[src/rtl/ss_seq_pkg.sv]
// Shared save-state definitions: sequencer state encoding and default mapper address map.
package ss_seq_pkg;

    localparam int unsigned ADDR_W        = 8;
    localparam int unsigned DATA_W        = 8;
    localparam int unsigned DEF_LAST_ADDR = 15;
    localparam int unsigned DEF_IDX_ADDR  = 127;

    typedef enum logic [2:0] {
        S_IDLE   = 3'd0,
        S_SAVE   = 3'd1,
        S_CHK_RD = 3'd2,
        S_CHK    = 3'd3,
        S_LD_RD  = 3'd4,
        S_LD_WR  = 3'd5,
        S_FIN    = 3'd6
    } ss_state_e;

endpackage

[src/rtl/ss_seq_if.sv]
// Bundle of the control, mapper save-state and state-buffer signals around the sequencer.
interface ss_seq_if;
    import ss_seq_pkg::*;

    // start_save/start_load are single-cycle requests, accepted only while busy is low;
    // each accepted request ends with exactly one done pulse unless reset intervenes.
    logic              start_save;
    logic              start_load;
    logic              busy;
    logic              done;
    logic              err;
    logic              ss_act;
    logic              ss_we;
    logic [ADDR_W-1:0] ss_addr;
    logic [DATA_W-1:0] ss_wdat;
    logic [DATA_W-1:0] ss_rdat;
    logic [ADDR_W-1:0] buf_addr;
    logic              buf_we;
    logic [DATA_W-1:0] buf_wdat;
    logic [DATA_W-1:0] buf_rdat;

    modport master (
        input  start_save, start_load, ss_rdat, buf_rdat,
        output busy, done, err, ss_act, ss_we, ss_addr, ss_wdat,
               buf_addr, buf_we, buf_wdat
    );

    modport slave (
        output start_save, start_load, ss_rdat, buf_rdat,
        input  busy, done, err, ss_act, ss_we, ss_addr, ss_wdat,
               buf_addr, buf_we, buf_wdat
    );

endinterface

[src/rtl/ss_seq.sv]
// Save-state sequencer: copies mapper registers into a buffer, or restores them after
// verifying the buffer was captured from the same mapper (index register match).
module ss_seq
    import ss_seq_pkg::*;
#(
    parameter int unsigned LAST_ADDR = DEF_LAST_ADDR,
    parameter int unsigned IDX_ADDR  = DEF_IDX_ADDR
) (
    input  logic      clk,
    input  logic      rst_n,
    ss_seq_if.master  bus,
    output ss_state_e dbg_state
);

    if (LAST_ADDR >= IDX_ADDR || IDX_ADDR > 255) begin : g_bad_params
        $error("ss_seq: LAST_ADDR must be below IDX_ADDR and both must fit in 8 bits");
    end

    localparam logic [ADDR_W-1:0] LAST_A = ADDR_W'(LAST_ADDR);
    localparam logic [ADDR_W-1:0] IDX_A  = ADDR_W'(IDX_ADDR);

    ss_state_e         state_q, state_d;
    logic [ADDR_W-1:0] cnt_q, cnt_d;
    logic              busy_q, busy_d;
    logic              done_q, done_d;
    logic              err_q, err_d;
    logic              act_q, act_d;
    logic              we_q, we_d;
    logic              buf_we_q, buf_we_d;
    logic [ADDR_W-1:0] ss_addr_q, ss_addr_d;
    logic [ADDR_W-1:0] buf_addr_q, buf_addr_d;
    logic [DATA_W-1:0] ss_wdat_q, ss_wdat_d;

    always_ff @(posedge clk or negedge rst_n) begin
        if (!rst_n) begin
            state_q    <= S_IDLE;
            cnt_q      <= '0;
            busy_q     <= 1'b0;
            done_q     <= 1'b0;
            err_q      <= 1'b0;
            act_q      <= 1'b0;
            we_q       <= 1'b0;
            buf_we_q   <= 1'b0;
            ss_addr_q  <= '0;
            buf_addr_q <= '0;
            ss_wdat_q  <= '0;
        end else begin
            state_q    <= state_d;
            cnt_q      <= cnt_d;
            busy_q     <= busy_d;
            done_q     <= done_d;
            err_q      <= err_d;
            act_q      <= act_d;
            we_q       <= we_d;
            buf_we_q   <= buf_we_d;
            ss_addr_q  <= ss_addr_d;
            buf_addr_q <= buf_addr_d;
            ss_wdat_q  <= ss_wdat_d;
        end
    end

    // Outputs are computed for the state being entered so that every output is a flop.
    // The buffer address runs one step ahead during a load so that the registered
    // write data is already valid in the LD_WR cycle.
    always_comb begin
        state_d    = state_q;
        cnt_d      = cnt_q;
        done_d     = 1'b0;
        err_d      = err_q;
        we_d       = 1'b0;
        buf_we_d   = 1'b0;
        ss_addr_d  = ss_addr_q;
        buf_addr_d = buf_addr_q;
        ss_wdat_d  = ss_wdat_q;

        unique case (state_q)
            S_IDLE: begin
                if (bus.start_save) begin
                    state_d    = S_SAVE;
                    err_d      = 1'b0;
                    cnt_d      = '0;
                    ss_addr_d  = IDX_A;
                    buf_addr_d = IDX_A;
                    buf_we_d   = 1'b1;
                end else if (bus.start_load) begin
                    state_d    = S_CHK_RD;
                    err_d      = 1'b0;
                    cnt_d      = '0;
                    ss_addr_d  = IDX_A;
                    buf_addr_d = IDX_A;
                end
            end
            S_SAVE: begin
                if (ss_addr_q == IDX_A) begin
                    ss_addr_d  = '0;
                    buf_addr_d = '0;
                    buf_we_d   = 1'b1;
                end else if (cnt_q == LAST_A) begin
                    state_d = S_FIN;
                    done_d  = 1'b1;
                end else begin
                    cnt_d      = cnt_q + 8'd1;
                    ss_addr_d  = cnt_q + 8'd1;
                    buf_addr_d = cnt_q + 8'd1;
                    buf_we_d   = 1'b1;
                end
            end
            S_CHK_RD: begin
                state_d    = S_CHK;
                buf_addr_d = '0;
            end
            S_CHK: begin
                if (bus.buf_rdat == bus.ss_rdat) begin
                    state_d   = S_LD_RD;
                    ss_addr_d = '0;
                end else begin
                    state_d = S_FIN;
                    err_d   = 1'b1;
                    done_d  = 1'b1;
                end
            end
            S_LD_RD: begin
                state_d   = S_LD_WR;
                we_d      = 1'b1;
                ss_wdat_d = bus.buf_rdat;
                if (cnt_q != LAST_A) begin
                    buf_addr_d = cnt_q + 8'd1;
                end
            end
            S_LD_WR: begin
                if (cnt_q == LAST_A) begin
                    state_d = S_FIN;
                    done_d  = 1'b1;
                end else begin
                    state_d   = S_LD_RD;
                    cnt_d     = cnt_q + 8'd1;
                    ss_addr_d = cnt_q + 8'd1;
                end
            end
            S_FIN: begin
                state_d = S_IDLE;
            end
            default: begin
                state_d = S_IDLE;
            end
        endcase

        busy_d = (state_d inside {S_SAVE, S_CHK_RD, S_CHK, S_LD_RD, S_LD_WR});
        act_d  = busy_d;
    end

    assign bus.busy     = busy_q;
    assign bus.done     = done_q;
    assign bus.err      = err_q;
    assign bus.ss_act   = act_q;
    assign bus.ss_we    = we_q;
    assign bus.ss_addr  = ss_addr_q;
    assign bus.ss_wdat  = ss_wdat_q;
    assign bus.buf_addr = buf_addr_q;
    assign bus.buf_we   = buf_we_q;
    assign bus.buf_wdat = bus.ss_rdat;
    assign dbg_state    = state_q;

endmodule

[src/flat_wrapper.sv]
// flat-port wrapper written by rule: the top's interface ports become plain ports
module ss_seq_flat import ss_seq_pkg::*;
#(
    parameter int unsigned LAST_ADDR = DEF_LAST_ADDR,
    parameter int unsigned IDX_ADDR  = DEF_IDX_ADDR
)
  (clk, rst_n, dbg_state, bus_start_save, bus_start_load, bus_ss_rdat, bus_buf_rdat, bus_busy, bus_done, bus_err, bus_ss_act, bus_ss_we, bus_ss_addr, bus_ss_wdat, bus_buf_addr, bus_buf_we, bus_buf_wdat);
  ss_seq_if bus_i ();
  input  logic clk;
  input  logic rst_n;
  output ss_state_e dbg_state;
  input wire logic [$bits(bus_i.start_save)-1:0] bus_start_save;
  input wire logic [$bits(bus_i.start_load)-1:0] bus_start_load;
  input wire logic [$bits(bus_i.ss_rdat)-1:0] bus_ss_rdat;
  input wire logic [$bits(bus_i.buf_rdat)-1:0] bus_buf_rdat;
  output wire logic [$bits(bus_i.busy)-1:0] bus_busy;
  output wire logic [$bits(bus_i.done)-1:0] bus_done;
  output wire logic [$bits(bus_i.err)-1:0] bus_err;
  output wire logic [$bits(bus_i.ss_act)-1:0] bus_ss_act;
  output wire logic [$bits(bus_i.ss_we)-1:0] bus_ss_we;
  output wire logic [$bits(bus_i.ss_addr)-1:0] bus_ss_addr;
  output wire logic [$bits(bus_i.ss_wdat)-1:0] bus_ss_wdat;
  output wire logic [$bits(bus_i.buf_addr)-1:0] bus_buf_addr;
  output wire logic [$bits(bus_i.buf_we)-1:0] bus_buf_we;
  output wire logic [$bits(bus_i.buf_wdat)-1:0] bus_buf_wdat;
  assign bus_i.start_save = bus_start_save;
  assign bus_i.start_load = bus_start_load;
  assign bus_i.ss_rdat = bus_ss_rdat;
  assign bus_i.buf_rdat = bus_buf_rdat;
  assign bus_busy = bus_i.busy;
  assign bus_done = bus_i.done;
  assign bus_err = bus_i.err;
  assign bus_ss_act = bus_i.ss_act;
  assign bus_ss_we = bus_i.ss_we;
  assign bus_ss_addr = bus_i.ss_addr;
  assign bus_ss_wdat = bus_i.ss_wdat;
  assign bus_buf_addr = bus_i.buf_addr;
  assign bus_buf_we = bus_i.buf_we;
  assign bus_buf_wdat = bus_i.buf_wdat;
  ss_seq #(.LAST_ADDR(LAST_ADDR), .IDX_ADDR(IDX_ADDR)) u_core (.clk(clk), .rst_n(rst_n), .bus(bus_i), .dbg_state(dbg_state));
endmodule
[config.mk]
export PLATFORM = sky130hd
export DESIGN_NAME = ss_seq_flat
export DESIGN_NICKNAME = d
export VERILOG_FILES = /design/src/rtl/ss_seq_pkg.sv /design/src/rtl/ss_seq_if.sv /design/src/rtl/ss_seq.sv /design/src/flat_wrapper.sv
export SDC_FILE = /design/constraint.sdc
export NUM_CORES = 1
export LEC_CHECK = 0
export BUFFER_PORTS_ARGS = -buffer_cell sky130_fd_sc_hd__clkbuf_2
export CAP_MARGIN = 20
export CORE_MARGIN = 2
export CORE_UTILIZATION = 48
export CTS_BUF_LIST = sky130_fd_sc_hd__clkbuf_4 sky130_fd_sc_hd__clkbuf_8
export DETAILED_ROUTE_END_ITERATION = 7
export GPL_TIMING_DRIVEN = 0
export HOLD_SLACK_MARGIN = 0.15
export PLACE_DENSITY = 0.77
export RECOVER_POWER = 25
export SYNTH_ARGS = -nofsm -noshare
export SYNTH_HDL_FRONTEND = slang
export SYNTH_SLANG_ARGS = --single-unit
[constraint.sdc]
create_clock -name clk -period 1.9 [get_ports clk]
set_input_delay 0.285 -clock clk [delete_from_list [all_inputs] [get_ports clk]]
set_output_delay 0.285 -clock clk [all_outputs]
set_load 0.005 [all_outputs]
==> summary.txt, run 1 <==
Timing
  – Max Clock Freq: 0.5286 GHz
  – Max-slew headroom: 32.87%
  – Clock Skew: 0.006925 ns
  – Tmin final: 1.892 ns
  – Worst Max-Slew Pin Slew: 1.007 ns
  – Endpoints failing setup: 0
  – Final setup TNS: 0 ns
  – Max-slew violations: 0
  – Period utilisation layout: 99.56%
  – RSZ-0062 raised after global routing: yes
  – Hold Vio Cnt, Final: 0

Global routing
  – First-pass GRT wire length: 8100 um
  – Antenna violations before repair: 0
  – Vias in the first global route: 1763
  – Largest net degree at the start of global routing: 41
  – Total Routing Usage GR: 20.85%
  – Remaining Overflow, GRT: 0

Yosys
  – Unique masters post-synth: 45
  – Yosys warning count: 0
  – Top FF cell, synth: dfrtp_1
  – Mean cell area of the mapped netlist: 10.81 sq um
  – Compound-gate portion of the synthesized area: 21.00%
  – Adder-cell area share of the yosys netlist: 0.6124%
  – Synth Cell Area: 2043 sq um
  – Largest family of logic cells by synthesized area: compound AO/OA/AOI/OAI gates
  – Dominant cell type by area after synthesis: dfrtp_1
  – Area contributors post-synth: dfrtp_1 49%, xor2_1 5.6%, mux2_2 4.4%
  – Register area share after synthesis: 48.99%
  – Post-synth top area share: 48.99%
  – FFs w/ async S/R, synth: 100.0%
  – Synth Area in XOR/XNOR: 6.430%
  – Mux cell area share after synthesis: 4.899%
  – Post-synth EDFFs: 0
  – Syn_nets: 210
  – Post-Synth Simple-Gate Area: 11.45%
  – Post-synthesis cell count: 189
  – Seq cells post-synth: 40

Route
  – Via density: 5.576
  – Post-DRT Antenna Nets: 0
  – Overall routed net length: 5000 um
  – Via total after detailed routing: 1801
  – DR iter-0 viols: 89
  – Average wire per standard cell: 15.48 um
  – Drt first pass iters: 4
  – # DRC: 0

Clocking
  – Clock latency on the worst-skew pair: 0.30 ns
  – CTS Buffer Depth: 2
  – CTS clk-pin slew, worst paths: 0.08 ns
  – Clock buffer count from CTS: 5
  – CTS HTree Levels: 2
  – CTS root buf: clkbuf_8
  – Clock sink count: 40
  – CTS tree: built

Worst setup path
  – FF-to-FF setup slack: 0.008 ns
  – R2R Path End: u_core.bus.ss_addr[4]
  – R2R depth: 6
  – Crit path capture type: flip-flop
  – FF-to-FF Start: u_core.bus.ss_addr[7]
  – Crit. Startpoint: u_core.bus.ss_addr[7]
  – Worst Path Required: 2.08 ns
  – Crit path max fanout: 4
  – Critical path class: flip-flop to flip-flop
  – Critical Path Sink: u_core.bus.ss_addr[4]
  – CP Data Arrival Time: 2.07 ns
  – Startpoint types: flip-flop

Die
  – # IOs: 61
  – Chip height: 69.25 um
  – Rows: 23
  – Initial Util: 50.35%
  – Die area: 4795 sq um
  – Core Region: 4058 sq um
  – Die W: 69.25 um

Cells and area
  – Core Util, Final: 68.15%
  – Storage element area: 1003 sq um
  – Nets: 293
  – Diode count: 0
  – Filler cell count: 293
  – Layout cells sized above 1: 42.86%
  – Area of the multi-input gates: 1012 sq um
  – Finished Layout Cells: 323
  – Synth-to-Final Area Change: 35.33%

Placement
  – Post-placement cell count: 299
  – Gpl congestion: 0.8204
  – DP HPWL: 3363 um
  – PortBufs: 60

Status
  – Status: complete, no violations

Power
  – Power Density: 1738 nW/um^2
  – Comb pwr share: 52.7%
  – Largest vdd supply drop: 0.6580 mV
  – Switching pwr: 1.872 mW
  – PnR Total Power: 4.806 mW
  – Sw Ratio: 38.96%
  – Share of power burned in registers: 32.9%
  – Leak Pwr: 1.291 nW
  – Clk network pwr share: 14.5%
  – P_int: 2.933 mW

Worst hold path
  – HP Class: primary input to flip-flop

Run
  – Max Cap Viol: 0
critical path: stages, from the launching register on:
cell and delay [ns]:
dfrtp_1 0.43, nand4b_1 0.21, buf_4 0.16, or3_1 0.42, nand2_2 0.13, o21ai_0 0.11, o32a_1 0.32
cells by family after synthesis:
kind of cell	count (synthesis)
DFF	40
xor gates and xnor gates	15
adders and majority gates	1
muxes	9
AOI/OAI and AO/OA	58
and+or+nand+nor	45
buffers and inverters	21
state kept, by name, summed over array words and instances, names as in the netlist:
register             cells
u_core.cnt_q             8
u_core.bus.buf_we        1
u_core.bus.ss_wdat       8
u_core.bus.ss_we         1
u_core.dbg_state         3
u_core.bus.done          1
u_core.bus.buf_addr      8
u_core.bus.ss_addr       8
u_core.bus.busy          1
u_core.bus.err           1
cell usage after synthesis, drive strengths merged (2+ instances only):
library cell	n
a22o	6
nand3	2
o22a	6
a31oi	2
buf	14
mux2	8
nor2	12
nor4	3
nor2b	2
xnor2	2
a21o	2
o21bai	2
clkbuf	2
o21ai	15
inv	5
or2	3
dfrtp	40
a211oi	2
a21oi	7
xor2	13
o2bb2ai	8
a211o	2
nor3	5
nand2	8
or3	3
nand4	2
placed cells by master, fill, tap and decap left out, drive strengths merged, types with 3 or more instances in the layout:
| cell type | n |
|---|---|
| nor2 | 12 |
| inv | 5 |
| mux2 | 8 |
| or2 | 3 |
| a22o | 6 |
| clkbuf | 66 |
| dfrtp | 40 |
| o2bb2ai | 8 |
| nor3 | 5 |
| o21ai | 15 |
| xor2 | 13 |
| nand2 | 8 |
| o22a | 6 |
| nor4 | 3 |
| a21oi | 7 |
| or3 | 3 |
| buf | 30 |
cell type report:
cell class / count / area share (%)
Timing Repair Buffer: 77 / 15.88
Tap cell: 50 / 2.262
Buffer: 15 / 4.253
Clock inverter: 3 / 1.538
Clock buffer: 5 / 2.489
Multi-Input combinational cell: 128 / 36.61
Inverter: 5 / 0.6787
Sequential cell: 40 / 36.29
worst min-delay path by stage:
stage / start / to / slack, ns / depth (start not counted)
2_1_floorplan: rst_n / u_core.bus.buf_addr[0] / -0.01 / 0
3_3_place_gp: rst_n / u_core.dbg_state[2] / 0.48 / 1
3_5_place_dp: u_core.bus.buf_addr[6] / u_core.bus.buf_addr[6] / 0.48 / 1
4_1_cts: rst_n / u_core.bus.ss_addr[7] / 0.17 / 1
5_1_grt: bus_buf_rdat[4] / u_core.bus.ss_wdat[4] / 0.25 / 2
6_report: bus_buf_rdat[4] / u_core.bus.ss_wdat[4] / 0.24 / 2
per-stage QoR:
step | cell area (sq um) | setup slack (ns) | hold slack (ns)
floorplan | 2043 | 0.004336 | -0.01059
global placement | 2406 | -0.2167 | 0.4781
detailed placement | 2406 | -0.1916 | 0.4792
CTS | 2649 | 0.001321 | 0.1676
global route | 2765 | -0.03969 | 0.2507
finish | 2765 | 0.008346 | 0.2444
power by group through the flow:
stage	Combinational [mW]	Sequential, mW	Clock (mW)
after floorplan	1.38	1.54	0
after global placement	2.07	1.54	0
after detailed placement	2.10	1.56	0
after CTS	2.36	1.55	0.702
after global routing	2.75	1.63	0.738
final	2.53	1.58	0.695
per-layer routing:
layer | part of all wire (%) | GRT usage, % | up-vias
li1 | - | - | 849
met1 | 40 | 23.62 | 862
met2 | 50 | 35.26 | 78
met3 | 7.8 | 7.267 | 12
met4 | 2.3 | 9.586 | 0
met5 | 0 | 0 | -
repair_timing:
item                                    in CTS  in global routing
hold buffers                                 0                  1
buffers inserted                            12                  3
endpoints found under the setup margin      23                 27
endpoints found under the hold margin        0                 16
gates resized for setup                     12                 16
pin swaps                                    4                  4
No activity file was read; power rests on OpenSTA's default activity.
==> inputs of run 2 (changes only) <==
Settings changed: REMOVE_ABC_BUFFERS set to 1.
==> summary.txt, run 2 (synthesis gave the netlist of run 1 again) <==
Status
  – Status: complete, no violations

Power
  – PnR Total Power: 4.709 mW
  – Power Density: 1803 nW/um^2
  – Largest vdd supply drop: 0.8041 mV
  – Leak Pwr: 1.206 nW

Clocking
  – CTS clk-pin slew, worst paths: 0.08 ns
  – CTS root buf: clkbuf_8
  – Clock latency on the worst-skew pair: 0.30 ns
  – CTS tree: built
  – Hold-fix buffers, CTS: 0
  – CTS HTree Levels: 2
  – CTS Buffer Depth: 2
  – Clock buffer count from CTS: 5
  – Clock sink count: 40

Worst setup path
  – Critical path class: flip-flop to flip-flop
  – FF-to-FF Start: u_core.bus.ss_addr[7]
  – Startpoint types: flip-flop
  – Crit-path max cell delay: 0.42 ns
  – Crit path max fanout: 7
  – Crit path capture type: flip-flop
  – FF-to-FF setup slack: 0.07 ns
  – CP Data Arrival Time: 2.01 ns
  – R2R depth: 4
  – Crit-path slowest cell: a211o_2
  – R2R Path End: u_core.bus.ss_addr[0]
  – Crit path cell chain: nand4b_1 -> o31a_1 -> a211o_2 -> a22o_1
  – Worst Path Required: 2.08 ns

Die
  – Die W: 69.25 um
  – Die area: 4795 sq um
  – Chip height: 69.25 um
  – # IOs: 61
  – Core Region: 4058 sq um
  – Initial Util: 50.35%
  – Rows: 23

Cells and area
  – Commonest non-fill, non-tap cell in the layout: clkbuf_2
  – Finished Layout Cells: 303
  – Synth-to-Final Area Change: 27.80%
  – Layout cells sized above 1: 39.53%
  – Post-route cell area: 2611 sq um
  – Nets: 273
  – Diode count: 0
  – Core Util, Final: 64.35%
  – Commonest cells after routing, fill and taps aside: 52 x clkbuf_2, 36 x dfrtp_1, 13 x o21ai_0, 13 x xor2_1, 12 x nor2_1

Global routing
  – Antenna violations before repair: 0
  – Top Usage Layer GRT: met2
  – M3 GR Usage: 4.942%
  – Vias in the first global route: 1626
  – GR Util met1: 27.13%
  – Largest net degree at the start of global routing: 41
  – First-pass GRT wire length: 7866 um
  – Met2 Usage GRT: 31.94%
  – Remaining Overflow, GRT: 0
  – Total Routing Usage GR: 20.58%

Placement
  – DP HPWL: 3292 um
  – DP Area: 2290 sq um
  – Gpl congestion: 0.8598
  – Post-placement cell count: 283
  – PortBufs: 60

Timing
  – Endpoints failing setup: 0
  – Clock Skew: 0.008583 ns
  – RSZ-0062 raised after global routing: yes
  – Max-slew violations: 0
  – Worst Max-Slew Pin Slew: 0.9713 ns
  – Max-slew headroom: 35.25%
  – Tmin final: 1.832 ns
  – Period utilisation layout: 96.44%
  – Hold Vio Cnt, Final: 0
  – Max Clock Freq: 0.5457 GHz
  – Final setup TNS: 0 ns

Route
  – Via density: 5.630
  – # DRC: 0
  – Via total after detailed routing: 1706
  – Overall routed net length: 4999 um
  – Post-DRT Antenna Nets: 0
  – Drt first pass iters: 4
  – DR iter-0 viols: 127
  – Average wire per standard cell: 16.50 um

Run
  – Max Cap Viol: 0

Worst hold path
  – HP Class: primary input to async pin
[run 2: changes by cell type in the layout (fill, tap and decap cells not counted), moves of 2 or more]
cell,change
buf_4,-15
buf_6,-2
clkbuf_8,+2
dfrtp_1,-2
dfrtp_2,+2
nand2_2,-2
or2_4,+2
or3_4,+2
[run 2: where the power goes]
group          internal (mW)  total, mW  leakage (nW)  switching, mW
logic                   1.15       2.31         0.651           1.16
registers               1.27       1.64         0.490          0.375
clock network          0.463      0.761        0.0645          0.297
[run 2: how the worst max path moves through the flow]
stage	start	endpoint	slack [ns]	depth (start not counted)
floorplan	u_core.cnt_q[5]	u_core.bus.ss_addr[3]	-0.03	5
global placement	u_core.cnt_q[0]	u_core.bus.ss_addr[1]	-0.29	6
detailed placement	u_core.cnt_q[0]	u_core.bus.ss_addr[6]	-0.34	6
CTS	u_core.dbg_state[0]	u_core.bus.ss_addr[0]	0.0002	5
global route	u_core.bus.ss_addr[7]	u_core.bus.ss_addr[0]	-0.009	4
finish	u_core.bus.ss_addr[7]	u_core.bus.ss_addr[0]	0.07	4
[run 2: critical path, delay by kind of cell (launching register included)]
family          cells  cell delay [ns]
flops               1             0.41
simple gates        1             0.26
compound gates      3             1.04
[run 2: per-layer routing]
metal | wire length (um) | share of wire [%] | up-vias
met5 | 0 | 0 | -
met4 | 108 | 2.2 | 0
met3 | 183 | 3.7 | 10
met2 | 2505 | 50 | 44
met1 | 2202 | 44 | 836
li1 | - | - | 816
[run 2: through the flow]
| step | setup slack [ns] | hold WS, ns |
|---|---|---|
| 3_3_place_gp | -0.2875 | 0.4658 |
| 6_report | 0.06761 | 0.1299 |
| 2_1_floorplan | -0.02783 | -0.01059 |
| 4_1_cts | 0.0002383 | 0.1701 |
| 5_1_grt | -0.009340 | 0.1999 |
| 3_5_place_dp | -0.3408 | 0.4711 |
[run 2: final cells by class]
cell class              count  area, sq um
inverters                   5        18.77
well taps                  50        62.56
fillers                   334         1446
clock inverters             1        30.03
repair buffers             71        376.6
clock buffers               7        96.34
flip-flops and latches     40         1006
multi-input cells         129         1021
[run 2: what timing repair did]
action,CTS,global route
resized for setup,13,15
pin swaps,3,5
setup endpoints to repair,35,24
setup buffers,2,9
hold endpoints to repair,0,0
cloned,1,0
==> inputs of run 3 (changes only) <==
Settings changed: RECOVER_POWER 25 to not set.
==> summary.txt, run 3 (synthesis gave the netlist of run 1 again) <==
Run
  – Max Cap Viol: 0

Worst setup path
  – Crit path max fanout: 11
  – FF-to-FF Start: u_core.dbg_state[2]
  – Crit-path max cell delay: 0.48 ns
  – Crit path capture type: flip-flop
  – Critical path class: flip-flop to flip-flop
  – Buffers and inverters on the worst path: 0
  – Worst Path Required: 2.08 ns
  – Crit-path slowest cell: dfrtp_2
  – Crit path cell chain: or2_2 -> nor4_4 -> and3b_1 -> o21a_1 -> o22a_1
  – R2R Path End: u_core.bus.buf_addr[2]
  – CP Data Arrival Time: 2.02 ns
  – FF-to-FF setup slack: 0.06 ns
  – Critical Path Sink: u_core.bus.buf_addr[2]
  – Startpoint types: flip-flop
  – Crit. Startpoint: u_core.dbg_state[2]
  – R2R depth: 5
  – Cell depth of the worst setup path: 5
  – CP top delay family: simple AND/OR/NAND/NOR gates

Power
  – P_int: 2.883 mW
  – Largest vdd supply drop: 0.8029 mV
  – Clk network pwr share: 16.1%
  – Sw Ratio: 38.70%
  – Leak Pwr: 1.230 nW
  – Switching pwr: 1.820 mW
  – Comb pwr share: 49.0%
  – Share of power burned in registers: 34.9%
  – Power Density: 1794 nW/um^2
  – PnR Total Power: 4.704 mW

Cells and area
  – Diode count: 0
  – Post-route cell area: 2621 sq um
  – Commonest cells after routing, fill and taps aside: 60 x clkbuf_2, 36 x dfrtp_1, 13 x o21ai_0, 13 x xor2_1, 12 x nor2_1
  – Layout cells sized above 1: 42.69%
  – Synth-to-Final Area Change: 28.29%
  – Commonest non-fill, non-tap cell in the layout: clkbuf_2
  – Nets: 273

Clocking
  – CTS Buffer Depth: 2
  – CTS clk-pin slew, worst paths: 0.08 ns
  – Clock latency on the worst-skew pair: 0.29 ns
  – CTS root buf: clkbuf_8
  – CTS HTree Levels: 2
  – Clock buffer count from CTS: 5
  – CTS tree: built
  – Clock sink count: 40
  – Hold-fix buffers, CTS: 0

Timing
  – Endpoints failing setup: 0
  – Clock Skew: 0.007591 ns
  – Max-slew violations: 0
  – Max-slew headroom: 34.99%
  – Hold Vio Cnt, Final: 0
  – RSZ-0062 raised after global routing: yes
  – Period utilisation layout: 96.70%
  – Worst Max-Slew Pin Slew: 0.9752 ns
  – Max Clock Freq: 0.5443 GHz
  – Tmin final: 1.837 ns

Global routing
  – Largest net degree at the start of global routing: 41
  – Antenna violations before repair: 0
  – First-pass GRT wire length: 7866 um
  – Remaining Overflow, GRT: 0
  – Total Routing Usage GR: 20.58%
  – Vias in the first global route: 1626

Route
  – Via total after detailed routing: 1708
  – Via density: 5.637
  – Overall routed net length: 4975 um
  – Post-DRT Antenna Nets: 0
  – # DRC: 0
  – Average wire per standard cell: 16.42 um
  – DR iter-0 viols: 143
  – Drt first pass iters: 4

Die
  – Rows: 23
  – Die W: 69.25 um
  – Initial Util: 50.35%
  – # IOs: 61
  – Core Region: 4058 sq um
  – Die area: 4795 sq um
  – Chip height: 69.25 um

Worst hold path
  – HP Class: primary input to async pin

Placement
  – PortBufs: 60
  – Gpl congestion: 0.8598
  – DP Area: 2290 sq um
  – DP HPWL: 3292 um

Status
  – Status: complete, no violations
==> run 3: cell types whose count changed in the layout (fill, tap and decap cells not counted) <==
cell	previous run	this run
clkbuf_1	8	0
clkbuf_2	52	60
==> run 3: worst min path at each step <==
| stage | start | endpoint | slack (ns) |
|---|---|---|---|
| 3_3_place_gp | u_core.bus.buf_addr[7] | u_core.bus.buf_addr[7] | 0.47 |
| 2_1_floorplan | rst_n | u_core.bus.buf_addr[0] | -0.01 |
| 5_1_grt | rst_n | u_core.cnt_q[1] | 0.20 |
| 4_1_cts | rst_n | u_core.cnt_q[3] | 0.17 |
| 6_report | rst_n | u_core.cnt_q[3] | 0.14 |
| 3_5_place_dp | u_core.bus.buf_addr[7] | u_core.bus.buf_addr[7] | 0.47 |
==> run 3: per-stage QoR <==
stage               cells  hold slack [ns]  util (%)  setup WS [ns]  TNS (ns)
floorplan             173         -0.01059         -       -0.02783   -0.1043
global placement      283           0.4658     56.43        -0.2875    -4.983
detailed placement    283           0.4711     56.43        -0.3408    -6.017
CTS                   294           0.1701     61.39      0.0002383         0
global route          303           0.1999     64.60      -0.009340  -0.02032
finish                303           0.1352     64.60        0.06274         0
==> run 3: power groups by stage <==
stage               logic, mW  clock network, mW  registers, mW
floorplan                1.21                  0           1.60
global placement         1.86                  0           1.62
global route             2.53              0.814           1.70
finish                   2.30              0.759           1.64
detailed placement       1.91                  0           1.63
CTS                      2.05              0.774           1.63
==> run 3: area by class of cell <==
class,count,area (sq um)
fillers,331,1436
multi-input cells,129,1021
flip-flops and latches,40,1006
repair buffers,71,386.6
clock buffers,7,96.34
well taps,50,62.56
clock inverters,1,30.03
inverters,5,18.77
==> run 3: per-layer routing <==
layer	vias to the layer above	global-route usage (%)	part of all wire [%]
li1	813	-	-
met1	832	27.13	44
met2	51	31.94	50
met3	12	4.942	4.1
met4	0	9.804	2.5
met5	-	0	0
==> run 3: what timing repair did <==
action / in CTS / in global routing
gates resized for setup: 13 / 15
pin swaps: 3 / 5
hold endpoints to repair: 0 / 0
buffers inserted: 2 / 9
setup endpoints to repair: 35 / 24
gates cloned: 1 / 0
==> run 3: worst register-to-register path: cells and delay by family, from the launching register on <==
kind,cells,cell delay [ns]
AOI/OAI and AO/OA,2,0.38
DFF,1,0.48
and+or+nand+nor,3,0.86
